===== src/rtl/video_driver_pkg.sv =====
// rtl/video_driver_pkg.sv - 720p timing defaults, RGB565 colour constants and range helper
package video_driver_pkg;

  localparam int H_SYNC_720P  = 40;
  localparam int H_BACK_720P  = 220;
  localparam int H_DISP_720P  = 1280;
  localparam int H_FRONT_720P = 110;
  localparam int H_TOTAL_720P = H_SYNC_720P + H_BACK_720P + H_DISP_720P + H_FRONT_720P;

  localparam int V_SYNC_720P  = 5;
  localparam int V_BACK_720P  = 20;
  localparam int V_DISP_720P  = 720;
  localparam int V_FRONT_720P = 5;
  localparam int V_TOTAL_720P = V_SYNC_720P + V_BACK_720P + V_DISP_720P + V_FRONT_720P;

  localparam logic [15:0] RGB565_BLACK = 16'h0000;
  localparam logic [15:0] RGB565_WHITE = 16'hFFFF;

  // Half-open window test: lo <= x < hi
  function automatic logic in_range(input logic [11:0] x, input logic [11:0] lo,
                                    input logic [11:0] hi);
    return (x >= lo) && (x < hi);
  endfunction

endpackage


===== src/rtl/video_driver.sv =====
// rtl/video_driver.sv - raster timing generator: one counter pair, registered sync/enable/position decode
module video_driver
  import video_driver_pkg::*;
#(
  parameter int   H_SYNC   = H_SYNC_720P,
  parameter int   H_BACK   = H_BACK_720P,
  parameter int   H_DISP   = H_DISP_720P,
  parameter int   H_FRONT  = H_FRONT_720P,
  parameter int   V_SYNC   = V_SYNC_720P,
  parameter int   V_BACK   = V_BACK_720P,
  parameter int   V_DISP   = V_DISP_720P,
  parameter int   V_FRONT  = V_FRONT_720P,
  parameter logic SYNC_POL = 1'b1
) (
  input  logic        hdmi_clk,
  input  logic        rst,
  input  logic [15:0] pixel_data,
  output logic        data_req,
  output logic [10:0] pixel_xpos,
  output logic [10:0] pixel_ypos,
  output logic        video_hs,
  output logic        video_vs,
  output logic        video_de,
  output logic [15:0] video_rgb,
  output logic        frame_start
);

  localparam logic [11:0] L_H_SYNC = 12'(H_SYNC);
  localparam logic [11:0] L_HA_BEG = 12'(H_SYNC + H_BACK);
  localparam logic [11:0] L_HA_END = 12'(H_SYNC + H_BACK + H_DISP);
  localparam logic [11:0] L_HR_BEG = 12'(H_SYNC + H_BACK - 1);
  localparam logic [11:0] L_HR_END = 12'(H_SYNC + H_BACK + H_DISP - 1);
  localparam logic [11:0] L_H_LAST = 12'(H_SYNC + H_BACK + H_DISP + H_FRONT - 1);
  localparam logic [11:0] L_V_SYNC = 12'(V_SYNC);
  localparam logic [11:0] L_VA_BEG = 12'(V_SYNC + V_BACK);
  localparam logic [11:0] L_VA_END = 12'(V_SYNC + V_BACK + V_DISP);
  localparam logic [11:0] L_V_LAST = 12'(V_SYNC + V_BACK + V_DISP + V_FRONT - 1);

  logic [11:0] r_h_cnt;
  logic [11:0] r_v_cnt;
  logic        r_run;
  logic        r_hs;
  logic        r_vs;
  logic        r_de;
  logic        r_req;
  logic [10:0] r_xpos;
  logic [10:0] r_ypos;
  logic        r_fs;

  logic [11:0] w_h_nxt;
  logic [11:0] w_v_nxt;
  logic        w_h_wrap;
  logic        w_v_act;
  logic [11:0] w_x;
  logic [11:0] w_y;

  assign w_h_wrap = (r_h_cnt == L_H_LAST);

  // Position (0,0) is held for the first clock after reset so that frame_start fires there
  always_comb begin
    w_h_nxt = '0;
    w_v_nxt = '0;
    if (r_run) begin
      w_h_nxt = w_h_wrap ? 12'd0 : r_h_cnt + 12'd1;
      w_v_nxt = r_v_cnt;
      if (w_h_wrap) begin
        w_v_nxt = (r_v_cnt == L_V_LAST) ? 12'd0 : r_v_cnt + 12'd1;
      end
    end
  end

  assign w_v_act = in_range(w_v_nxt, L_VA_BEG, L_VA_END);
  assign w_x     = w_h_nxt - L_HR_BEG + 12'd1;
  assign w_y     = w_v_nxt - L_VA_BEG + 12'd1;

  always_ff @(posedge hdmi_clk) begin
    if (rst) begin
      r_run   <= 1'b0;
      r_h_cnt <= '0;
      r_v_cnt <= '0;
      r_hs    <= ~SYNC_POL;
      r_vs    <= ~SYNC_POL;
      r_de    <= 1'b0;
      r_req   <= 1'b0;
      r_xpos  <= '0;
      r_ypos  <= '0;
      r_fs    <= 1'b0;
    end else begin
      r_run   <= 1'b1;
      r_h_cnt <= w_h_nxt;
      r_v_cnt <= w_v_nxt;
      r_hs    <= (w_h_nxt < L_H_SYNC) ? SYNC_POL : ~SYNC_POL;
      r_vs    <= (w_v_nxt < L_V_SYNC) ? SYNC_POL : ~SYNC_POL;
      r_de    <= w_v_act && in_range(w_h_nxt, L_HA_BEG, L_HA_END);
      r_req   <= w_v_act && in_range(w_h_nxt, L_HR_BEG, L_HR_END);
      r_xpos  <= (w_v_act && in_range(w_h_nxt, L_HR_BEG, L_HR_END)) ? w_x[10:0] : 11'd0;
      r_ypos  <= w_v_act ? w_y[10:0] : 11'd0;
      r_fs    <= (w_h_nxt == 12'd0) && (w_v_nxt == 12'd0);
    end
  end

  assign video_hs    = r_hs;
  assign video_vs    = r_vs;
  assign video_de    = r_de;
  assign data_req    = r_req;
  assign pixel_xpos  = r_xpos;
  assign pixel_ypos  = r_ypos;
  assign frame_start = r_fs;
  assign video_rgb   = r_de ? pixel_data : RGB565_BLACK;

endmodule


===== config.mk =====
export PLATFORM = sky130hd
export DESIGN_NAME = video_driver
export DESIGN_NICKNAME = d
export VERILOG_FILES = /design/src/rtl/video_driver_pkg.sv /design/src/rtl/video_driver.sv
export SDC_FILE = /design/constraint.sdc
export NUM_CORES = 1
export LEC_CHECK = 0
export ABC_AREA = 0
export CAP_MARGIN = 5
export CORE_AREA = 2 2 83 85
export CTS_CLUSTER_SIZE = 12
export DETAILED_ROUTE_END_ITERATION = 10
export DIE_AREA = 0 0 85 87
export PLACE_DENSITY = 0.75
export SLEW_MARGIN = 20
export SYNTH_ARGS = -nofsm -noshare
export SYNTH_HDL_FRONTEND = slang
export SYNTH_SLANG_ARGS = --single-unit

===== constraint.sdc =====
create_clock -name hdmi_clk -period 9.45 [get_ports hdmi_clk]
set_input_delay 1.89 -clock hdmi_clk [delete_from_list [all_inputs] [get_ports hdmi_clk]]
set_output_delay 1.89 -clock hdmi_clk [all_outputs]
set_load 0.01 [all_outputs]

==> results.cfg, run 1 <==
[finish]
area_growth_pct = 22.69
antenna_cells = 0
fin_util = 0.5830
drive_gt1_frac = 0.09308
nFillCells = 585
multiInputGateArea_um2 = 1913
design_area_um2 = 3830
final_net_count = 442
seqCellArea_um2 = 1041

[die]
io_pins = 61
initial_utilization = 0.4752
fp.coreArea_um2 = 6569
chipHeight_um = 87
die_w_um = 85
die_area_um2 = 7395
rows = 30

[sta]
post-route-period-util = 0.5182
drv_slew = 0
clock_skew_ps = 10.54
setup_slack_ps = 4553
max_freq_mhz = 204.2
finalSetupViolCount = 0
hold_viol = 0
tns_ps = 0
tightest_slew_ps = 806.4
slew_headroom = 0.4599
rsz0062_at_grt = no
period_minus_slack_ps = 4897

[setup_path]
critical_path.max_fanout = 1
cp.arrival_ps = 3010
rrSetupSlack_ps = 5620
path_class = input pin to output pin
cp_top_family = buffers and inverters
max_stage_delay_ps = 530
critPathBufInv = 2
path_cells = clkdlybuf4s50_1, and2_1, clkdlybuf4s50_1
required_ps = 7560
r2r-start = r_h_cnt[0]$_SDFF_PP0_
critPathLaunch = pixel_data[14]
startpoint_type = input pin
end_kind = output pin
crit_slowest_cell = clkdlybuf4s50_1
cpMostUsedCell = clkdlybuf4s50_1

[power]
power.internal_uw = 313.6
comb_power_share = 0.070
power_switching_uw = 88.90
switching_share = 0.2209
seqPwrFrac = 0.554
peakVddDrop_mv = 0.08868
clkPwrFrac = 0.376
power_density_nw_per_um2 = 105.1
leakage_uw = 0.001285

[synthesis]
ys_async_sr_fraction = 0
netlist_area_um2 = 3122
synth_top_area_share = 0.3335
ys_types = 67
ys_ff_latch = 52
yosysSeqAreaShare = 0.3335
synth_edf_count = 0
synth_ff_type = dfxtp_1
ys_top_cells_by_area = dfxtp_1 (33%), xnor2_1 (5.3%), nor2_1 (4.8%)
yosys_warnings = 0
netlist_instances = 372
yosys.area.top_type = dfxtp_1
syn_area_per_cell_um2 = 8.392
synth_nets = 396

[route]
wire_per_inst_um = 15.38
drc_errors = 0
postRouteAntennaNets = 0
num_vias = 2918
drtIter0Drc = 180
vias_per_cell = 5.848
dr.pass1.iters = 5
postRouteWirelength_mm = 7.673

[clock_network]
clock_latency_ps = 310
postCtsSetupBuffers = 0
ctsResizeCount = 0
cts_hold_buf = 0
cts_tree = yes
htree_levels = 2
root_buffer = clkbuf_8
cts.sinks = 52
clock_path_buffers = 2
clk_pin_slew_worst_paths_ps = 90
cts_inserted_buffers = 5

[global_route]
grt_max_degree = 24
track_usage = 0.2080
grt_pass1_wl_mm = 12.54
antenna_found_initial = 0
grt_pass1_vias = 2701
grt_remaining_overflow = 0

[run_status]
status = finished, final reports clean

[placed_design]
placed_area_um2 = 3722
dpl.hpwl_mm = 5.716
dp_slack_ps = 4538
portBuffers = 60
gp_congestion = 0.9226

[min_path]
hp-class = register to register
hold_start = r_v_cnt[10]$_SDFF_PP0_

[job]
maxCapViolCount = 0
-- cells in the final DEF (no fill, tap or decap), types with 9 or more instances in the layout --
cell type,instances
inv_1,12
dfxtp_1,52
clkdlybuf4s50_1,60
nor3_1,19
a21oi_1,14
nand3_1,16
nor2_1,40
nor3_2,9
nand2_1,19
xnor2_1,19
and3_1,10
and2_1,20
-- area by class of cell --
type,count,area share
Clock buffer,6,0.01895
Clock inverter,2,0.009147
Inverter,12,0.01176
Multi-Input combinational cell,284,0.4995
Sequential cell,52,0.2718
Tap cell,80,0.02614
Timing Repair Buffer,63,0.1627
-- registers in the layout (all words and copies together) (netlist names) --
| name | cells |
|---|---|
| video_vs | 1 |
| data_req | 1 |
| pixel_xpos | 11 |
| frame_start | 1 |
| r_h_cnt | 12 |
| video_hs | 1 |
| r_v_cnt | 12 |
| r_run | 1 |
| video_de | 1 |
| pixel_ypos | 11 |
-- cells by family (layout without fill, tap and decap cells) --
family	Yosys count	after routing	share of synthesized area
AOI/OAI and AO/OA	72	72	0.1723
adders and majority gates	6	6	0.02405
other	1	1	0.001201
xor gates and xnor gates	22	22	0.06173
buffers and inverters	36	83	0.05370
muxes	1	1	0.003207
DFF	52	52	0.3335
and+or+nand+nor	182	182	0.3503
-- cells in the mapped netlist, drive strengths merged (8+ instances only) --
cell type,number
a21oi,15
and2,20
and3,10
buf,10
clkbuf,14
dfxtp,52
inv,12
nand2,19
nand3,17
nand4,8
nor2,40
nor3,28
nor4,9
o21ai,9
xnor2,19
-- routing by layer --
layer | routed length [µm] | GRT usage | vias up | part of all wire
met1 | 3390 | 0.2636 | 1331 | 0.44
met4 | 163 | 0.07792 | 0 | 0.021
met2 | 3582 | 0.3509 | 124 | 0.47
met5 | 0 | 0 | - | 0
li1 | - | - | 1449 | -
met3 | 537 | 0.04076 | 14 | 0.070
-- through the flow --
stage	power, µW	hold slack [ps]	std cells
3_3_place_gp	255.6	572.9	491
2_1_floorplan	242.1	540.1	372
5_1_grt	418.8	628.0	499
4_1_cts	406.0	593.6	499
6_report	402.5	589.9	499
3_5_place_dp	255.8	568.8	491
-- path summary, 6_finish.rpt --
| kind | to | cells past startpoint |
|---|---|---|
| worst min-delay path | r_v_cnt[10]$_SDFF_PP0_ | 2 |
| worst min register to register | r_v_cnt[10]$_SDFF_PP0_ | 2 |
| worst max register to register | pixel_xpos[8]$_SDFF_PP0_ | 8 |
| worst max-delay path | video_rgb[14] | 3 |
-- power groups by stage --
stage	sequential, µW	combinational [µW]	clock, µW
after global routing	223	30.5	165
after detailed placement	228	27.8	0
after floorplan	227	14.9	0
final	223	28.2	151
after CTS	223	28.0	155
after global placement	228	27.6	0
-- worst reg2reg max path, cell delays in order, from the launching register on --
cell      delay, ps
dfxtp_1         590
ha_1            270
or4b_1          640
nor4_1          420
xnor2_1         310
nand4_1         260
a211o_1         420
o211ai_2        660
nor4b_2         130
Power figures use the tool's default switching activity.
==> run 2: changes to the inputs <==
==> constraint.sdc (replaced) <==
create_clock -name hdmi_clk -period 4.6 [get_ports hdmi_clk]
set_input_delay 0.92 -clock hdmi_clk [delete_from_list [all_inputs] [get_ports hdmi_clk]]
set_output_delay 0.92 -clock hdmi_clk [all_outputs]
set_load 0.01 [all_outputs]
==> run 2 against run 1 <==
Effect of this change:
- wire length grew 3.7%
- worst setup slack lost 3700 ps
- hold slack gained 16 ps
- via count grew 2.4%
- global-route usage grew 1.4 points
- critical path depth grew 5
- clock power grew 81%
- critical endpoint is now pixel_xpos[8]$_SDFF_PP0_
==> results.cfg, run 2 (synthesized netlist as in run 1, its figures left out) <==
[run_status]
status = finished, final reports clean

[setup_path]
cp.arrival_ps = 3950
crit_path_end = pixel_xpos[8]$_SDFF_PP0_
critical_path.max_fanout = 12
critPathLaunch = r_h_cnt[0]$_SDFF_PP0_
required_ps = 4760
worstRegToRegCells = 8
end_kind = register
startpoint_type = register
path_class = register to register
rrSetupSlack_ps = 810
r2r-start = r_h_cnt[0]$_SDFF_PP0_
r2r_end = pixel_xpos[8]$_SDFF_PP0_

[die]
die_area_um2 = 7395
initial_utilization = 0.4752
rows = 30
fp.coreArea_um2 = 6569
die_w_um = 85
chipHeight_um = 87
io_pins = 61

[clock_network]
cts_inserted_buffers = 5
clk_pin_slew_worst_paths_ps = 100
cts.sinks = 52
postCtsSetupBuffers = 0
clock_path_buffers = 2
cts_tree = yes
clock_latency_ps = 300
htree_levels = 2
ctsResizeCount = 0
cts_hold_buf = 0
root_buffer = clkbuf_8

[sta]
clock_skew_ps = 5.782
slew_headroom = 0.4425
tightest_slew_ps = 832.3
post-route-period-util = 0.8229
whs_ps = 606.1
tns_ps = 0
max_freq_mhz = 264.2
finalSetupViolCount = 0
period_minus_slack_ps = 3786
hold_viol = 0
drv_slew = 0
rsz0062_at_grt = no

[finish]
layout_commonest_cell = clkdlybuf4s50_1
final_cell_mix = clkdlybuf4s50_1 (60), dfxtp_1 (52), nor2_1 (40)
drive_gt1_frac = 0.09547
final_net_count = 442
antenna_cells = 0
largestRegisters = r_h_cnt: 12 flops, r_v_cnt: 12 flops
area_growth_pct = 22.36

[global_route]
grt_pass1_vias = 2756
grt_pass1_wl_mm = 13.34
track_usage = 0.2218
grt_remaining_overflow = 0
grt_max_degree = 24
antenna_found_initial = 0

[job]
maxCapViolCount = 0

[placed_design]
gp_congestion = 0.9485
dpl.hpwl_mm = 6.003
portBuffers = 60

[route]
vias_per_cell = 5.990
postRouteAntennaNets = 0
drc_errors = 0
num_vias = 2989
drtIter0Drc = 170
postRouteWirelength_mm = 7.960
wire_per_inst_um = 15.95
dr.pass1.iters = 4

[power]
leakage_uw = 0.001274
power_density_nw_per_um2 = 206.7
peakVddDrop_mv = 0.1145

[min_path]
hp-class = register to register
[run 2: cell count changes in the layout (fill, tap and decap cells not counted), sizes merged]
cell      change
clkinv        -1
bufinv        -1
clkinvlp      +2
[run 2: how the worst min path moves through the flow]
| stage | start | to | slack, ps | depth (start not counted) |
|---|---|---|---|---|
| 4_1_cts | r_v_cnt[11]$_SDFF_PP0_ | r_v_cnt[11]$_SDFF_PP0_ | 610 | 2 |
| 5_1_grt | r_v_cnt[10]$_SDFF_PP0_ | r_v_cnt[10]$_SDFF_PP0_ | 670 | 2 |
| 6_report | r_v_cnt[10]$_SDFF_PP0_ | r_v_cnt[10]$_SDFF_PP0_ | 610 | 2 |
| 3_3_place_gp | r_v_cnt[10]$_SDFF_PP0_ | r_v_cnt[10]$_SDFF_PP0_ | 570 | 2 |
| 3_5_place_dp | r_v_cnt[11]$_SDFF_PP0_ | r_v_cnt[11]$_SDFF_PP0_ | 590 | 2 |
| 2_1_floorplan | r_v_cnt[10]$_SDFF_PP0_ | r_v_cnt[10]$_SDFF_PP0_ | 540 | 2 |
[run 2: metrics by stage]
stage | cells | power [µW] | cell area (µm²) | util | worst slack [ps]
2_1_floorplan | 372 | 497.3 | 3122 | - | 1593
3_3_place_gp | 491 | 524.7 | 3722 | 0.5667 | 1068
3_5_place_dp | 491 | 525.7 | 3722 | 0.5667 | 892.9
4_1_cts | 499 | 798.7 | 3820 | 0.5815 | 871.0
5_1_grt | 499 | 820.8 | 3820 | 0.5815 | 652.6
6_report | 499 | 789.7 | 3820 | 0.5815 | 814.5
[run 2: area by class of cell]
type | instances | area, µm²
well taps | 80 | 100.1
flip-flops and latches | 52 | 1041
clock buffers | 6 | 82.58
multi-input cells | 284 | 1913
repair buffers | 63 | 623.1
inverters | 12 | 45.04
clock inverters | 2 | 15.01
fillers | 582 | 2749
[run 2: worst max-delay path: stages (launching register included)]
cell	delay [ps]
dfxtp_1	550
ha_1	220
or4b_1	610
nor4_1	410
xnor2_1	330
nand4_1	270
a211o_1	420
o211ai_2	700
nor4b_2	130
[run 2: report_power, final]
| group | switching (µW) | internal (µW) |
|---|---|---|
| clock network | 152 | 122 |
| registers | 4.38 | 453 |
| logic | 28.7 | 29.1 |
| total | 185 | 605 |
[run 2: routing by layer]
| layer | GRT usage | routed length (µm) | up-vias |
|---|---|---|---|
| li1 | - | - | 1443 |
| met1 | 0.2897 | 3473 | 1389 |
| met2 | 0.3651 | 3704 | 141 |
| met3 | 0.03886 | 582 | 16 |
| met4 | 0.08658 | 200 | 0 |
| met5 | 0 | 0 | - |
==> run 3: changes to the inputs <==
==> constraint.sdc (replaced) <==
create_clock -name hdmi_clk -period 3.7 [get_ports hdmi_clk]
set_input_delay 0.74 -clock hdmi_clk [delete_from_list [all_inputs] [get_ports hdmi_clk]]
set_output_delay 0.74 -clock hdmi_clk [all_outputs]
set_load 0.01 [all_outputs]
==> run 3 against run 2 <==
Effect of this change:
- die area unchanged
- via count increased by 2.2%
- final cell count up 1.2%
- largest cell class unchanged
- non-clock buffer count grew 6
- sequential share of layout area fell by 0.31 points
- cell area grew 1.1%
- highest routed layer unchanged
- clock power up 22%
- sequential power rose by 24%
- combinational power increased by 28%
- wire length grew 2.5%
==> results.cfg, run 3 (synthesized netlist as in run 1, its figures left out) <==
[setup_path]
path_cells = ha_1, or4b_1, nor4_2, xnor2_1, nand4_1, a211o_1, or4_4, nor3_2
cp.arrival_ps = 3700
required_ps = 3950
critPathBufInv = 0
rrSetupSlack_ps = 240
max_stage_delay_ps = 620
startpoint_type = register
end_kind = register
critical_path.max_fanout = 11
cp_top_family = simple AND/OR/NAND/NOR gates
path_class = register to register
crit_slowest_cell = or4b_1

[min_path]
hp-class = register to register

[finish]
layout_commonest_cell = clkdlybuf4s50_1
antenna_cells = 0
design_area_um2 = 3864
largestRegisters = r_h_cnt: 12 flops, r_v_cnt: 12 flops
final_cell_mix = clkdlybuf4s50_1 (60), dfxtp_1 (52), nor2_1 (40)
final_cells = 505
seqCellArea_um2 = 1041
final_net_count = 448
fin_util = 0.5882
area_growth_pct = 23.77
nFillCells = 595
multiInputGateArea_um2 = 1919
drive_gt1_frac = 0.1106

[power]
power_switching_uw = 239.3
switching_share = 0.2452
power_density_nw_per_um2 = 252.6
comb_power_share = 0.076
clkPwrFrac = 0.341
leakage_uw = 0.001303
peakVddDrop_mv = 0.1538
power.internal_uw = 736.8
seqPwrFrac = 0.583

[global_route]
top_usage_layer = met2
grt_remaining_overflow = 0
gr-usage-met3 = 0.03507
met2_usage = 0.3693
grt_use_met1 = 0.3002
grt_max_degree = 23
grt_pass1_vias = 2756
track_usage = 0.2255
grt_pass1_wl_mm = 13.57
antenna_found_initial = 0

[placed_design]
dp_cells = 497
dpl.hpwl_mm = 6.175
dp_slack_ps = 231.8
portBuffers = 60
gp_congestion = 0.9619
placed_area_um2 = 3767

[route]
postRouteWirelength_mm = 8.156
postRouteAntennaNets = 0
vias_per_cell = 6.051
drtIter0Drc = 208
dr.pass1.iters = 5
wire_per_inst_um = 16.15
drc_errors = 0
num_vias = 3056

[sta]
drv_slew = 0
tightest_slew_ps = 722.9
period_minus_slack_ps = 3456
max_freq_mhz = 289.3
setup_slack_ps = 243.9
clock_skew_ps = 17.13
slew_headroom = 0.5180
post-route-period-util = 0.9341
tns_ps = 0
hold_viol = 0
finalSetupViolCount = 0
rsz0062_at_grt = no

[clock_network]
cts_inserted_buffers = 5
htree_levels = 2
cts_tree = yes
clock_latency_ps = 320
root_buffer = clkbuf_8
clk_pin_slew_worst_paths_ps = 110
cts.sinks = 52
cts_hold_buf = 0
clock_path_buffers = 2

[run_status]
status = finished, final reports clean

[die]
rows = 30
fp.coreArea_um2 = 6569
chipHeight_um = 87
io_pins = 61
initial_utilization = 0.4752
die_area_um2 = 7395
die_w_um = 85

[job]
maxCapViolCount = 0
[run 3: cell count changes in the layout (fill, tap and decap cells not counted), sizes merged]
cell,delta
clkinv,+1
clkbuf,-1
inv,+1
clkinvlp,-1
buf,+6
[run 3: layer usage]
| layer | part of all wire | routed length, µm |
|---|---|---|
| met4 | 0.028 | 229 |
| met3 | 0.082 | 667 |
| met5 | 0 | 0 |
| met2 | 0.46 | 3737 |
| met1 | 0.43 | 3522 |
[run 3: worst reg2reg max path, stage by stage, from the launching register on]
cell     delay [ps]
dfxtp_1         530
ha_1            230
or4b_1          620
nor4_2          360
xnor2_1         310
nand4_1         270
a211o_1         410
or4_4           510
nor3_2          170
[run 3: what timing repair did]
item / 4_1_cts / 5_1_grt
gates resized for setup: 0 / 1
setup endpoints to repair: 0 / 12
buffers inserted: 0 / 0
[run 3: path summary, 6_finish.rpt]
| kind | startpoint | end | cells past startpoint |
|---|---|---|---|
| max reg2reg | r_h_cnt[0]$_SDFF_PP0_ | frame_start$_SDFF_PP0_ | 8 |
| min | r_v_cnt[10]$_SDFF_PP0_ | r_v_cnt[10]$_SDFF_PP0_ | 2 |
| max | r_h_cnt[0]$_SDFF_PP0_ | frame_start$_SDFF_PP0_ | 8 |
| min reg2reg | r_v_cnt[10]$_SDFF_PP0_ | r_v_cnt[10]$_SDFF_PP0_ | 2 |
[run 3: final cells by class]
type	count	area share
flip-flops and latches	52	0.2694
multi-input cells	284	0.4968
repair buffers	69	0.1729
clock inverters	3	0.005505
inverters	12	0.01166
clock buffers	5	0.01781
well taps	80	0.02591
[run 3: power by group through the flow]
stage | Clock [µW] | Combinational (µW) | Sequential, µW
6_report | 333 | 73.9 | 569
5_1_grt | 363 | 80.6 | 570
4_1_cts | 341 | 73.7 | 569
3_5_place_dp | 0 | 73.3 | 582
3_3_place_gp | 0 | 72.6 | 582
2_1_floorplan | 0 | 38.0 | 580
[run 3: metrics by stage]
step | hold slack (ps) | power, µW
5_1_grt | 636.4 | 1014
4_1_cts | 588.3 | 983.9
3_3_place_gp | 558.8 | 654.5
6_report | 587.4 | 976.1
3_5_place_dp | 561.8 | 655.6
2_1_floorplan | 540.1 | 618.3
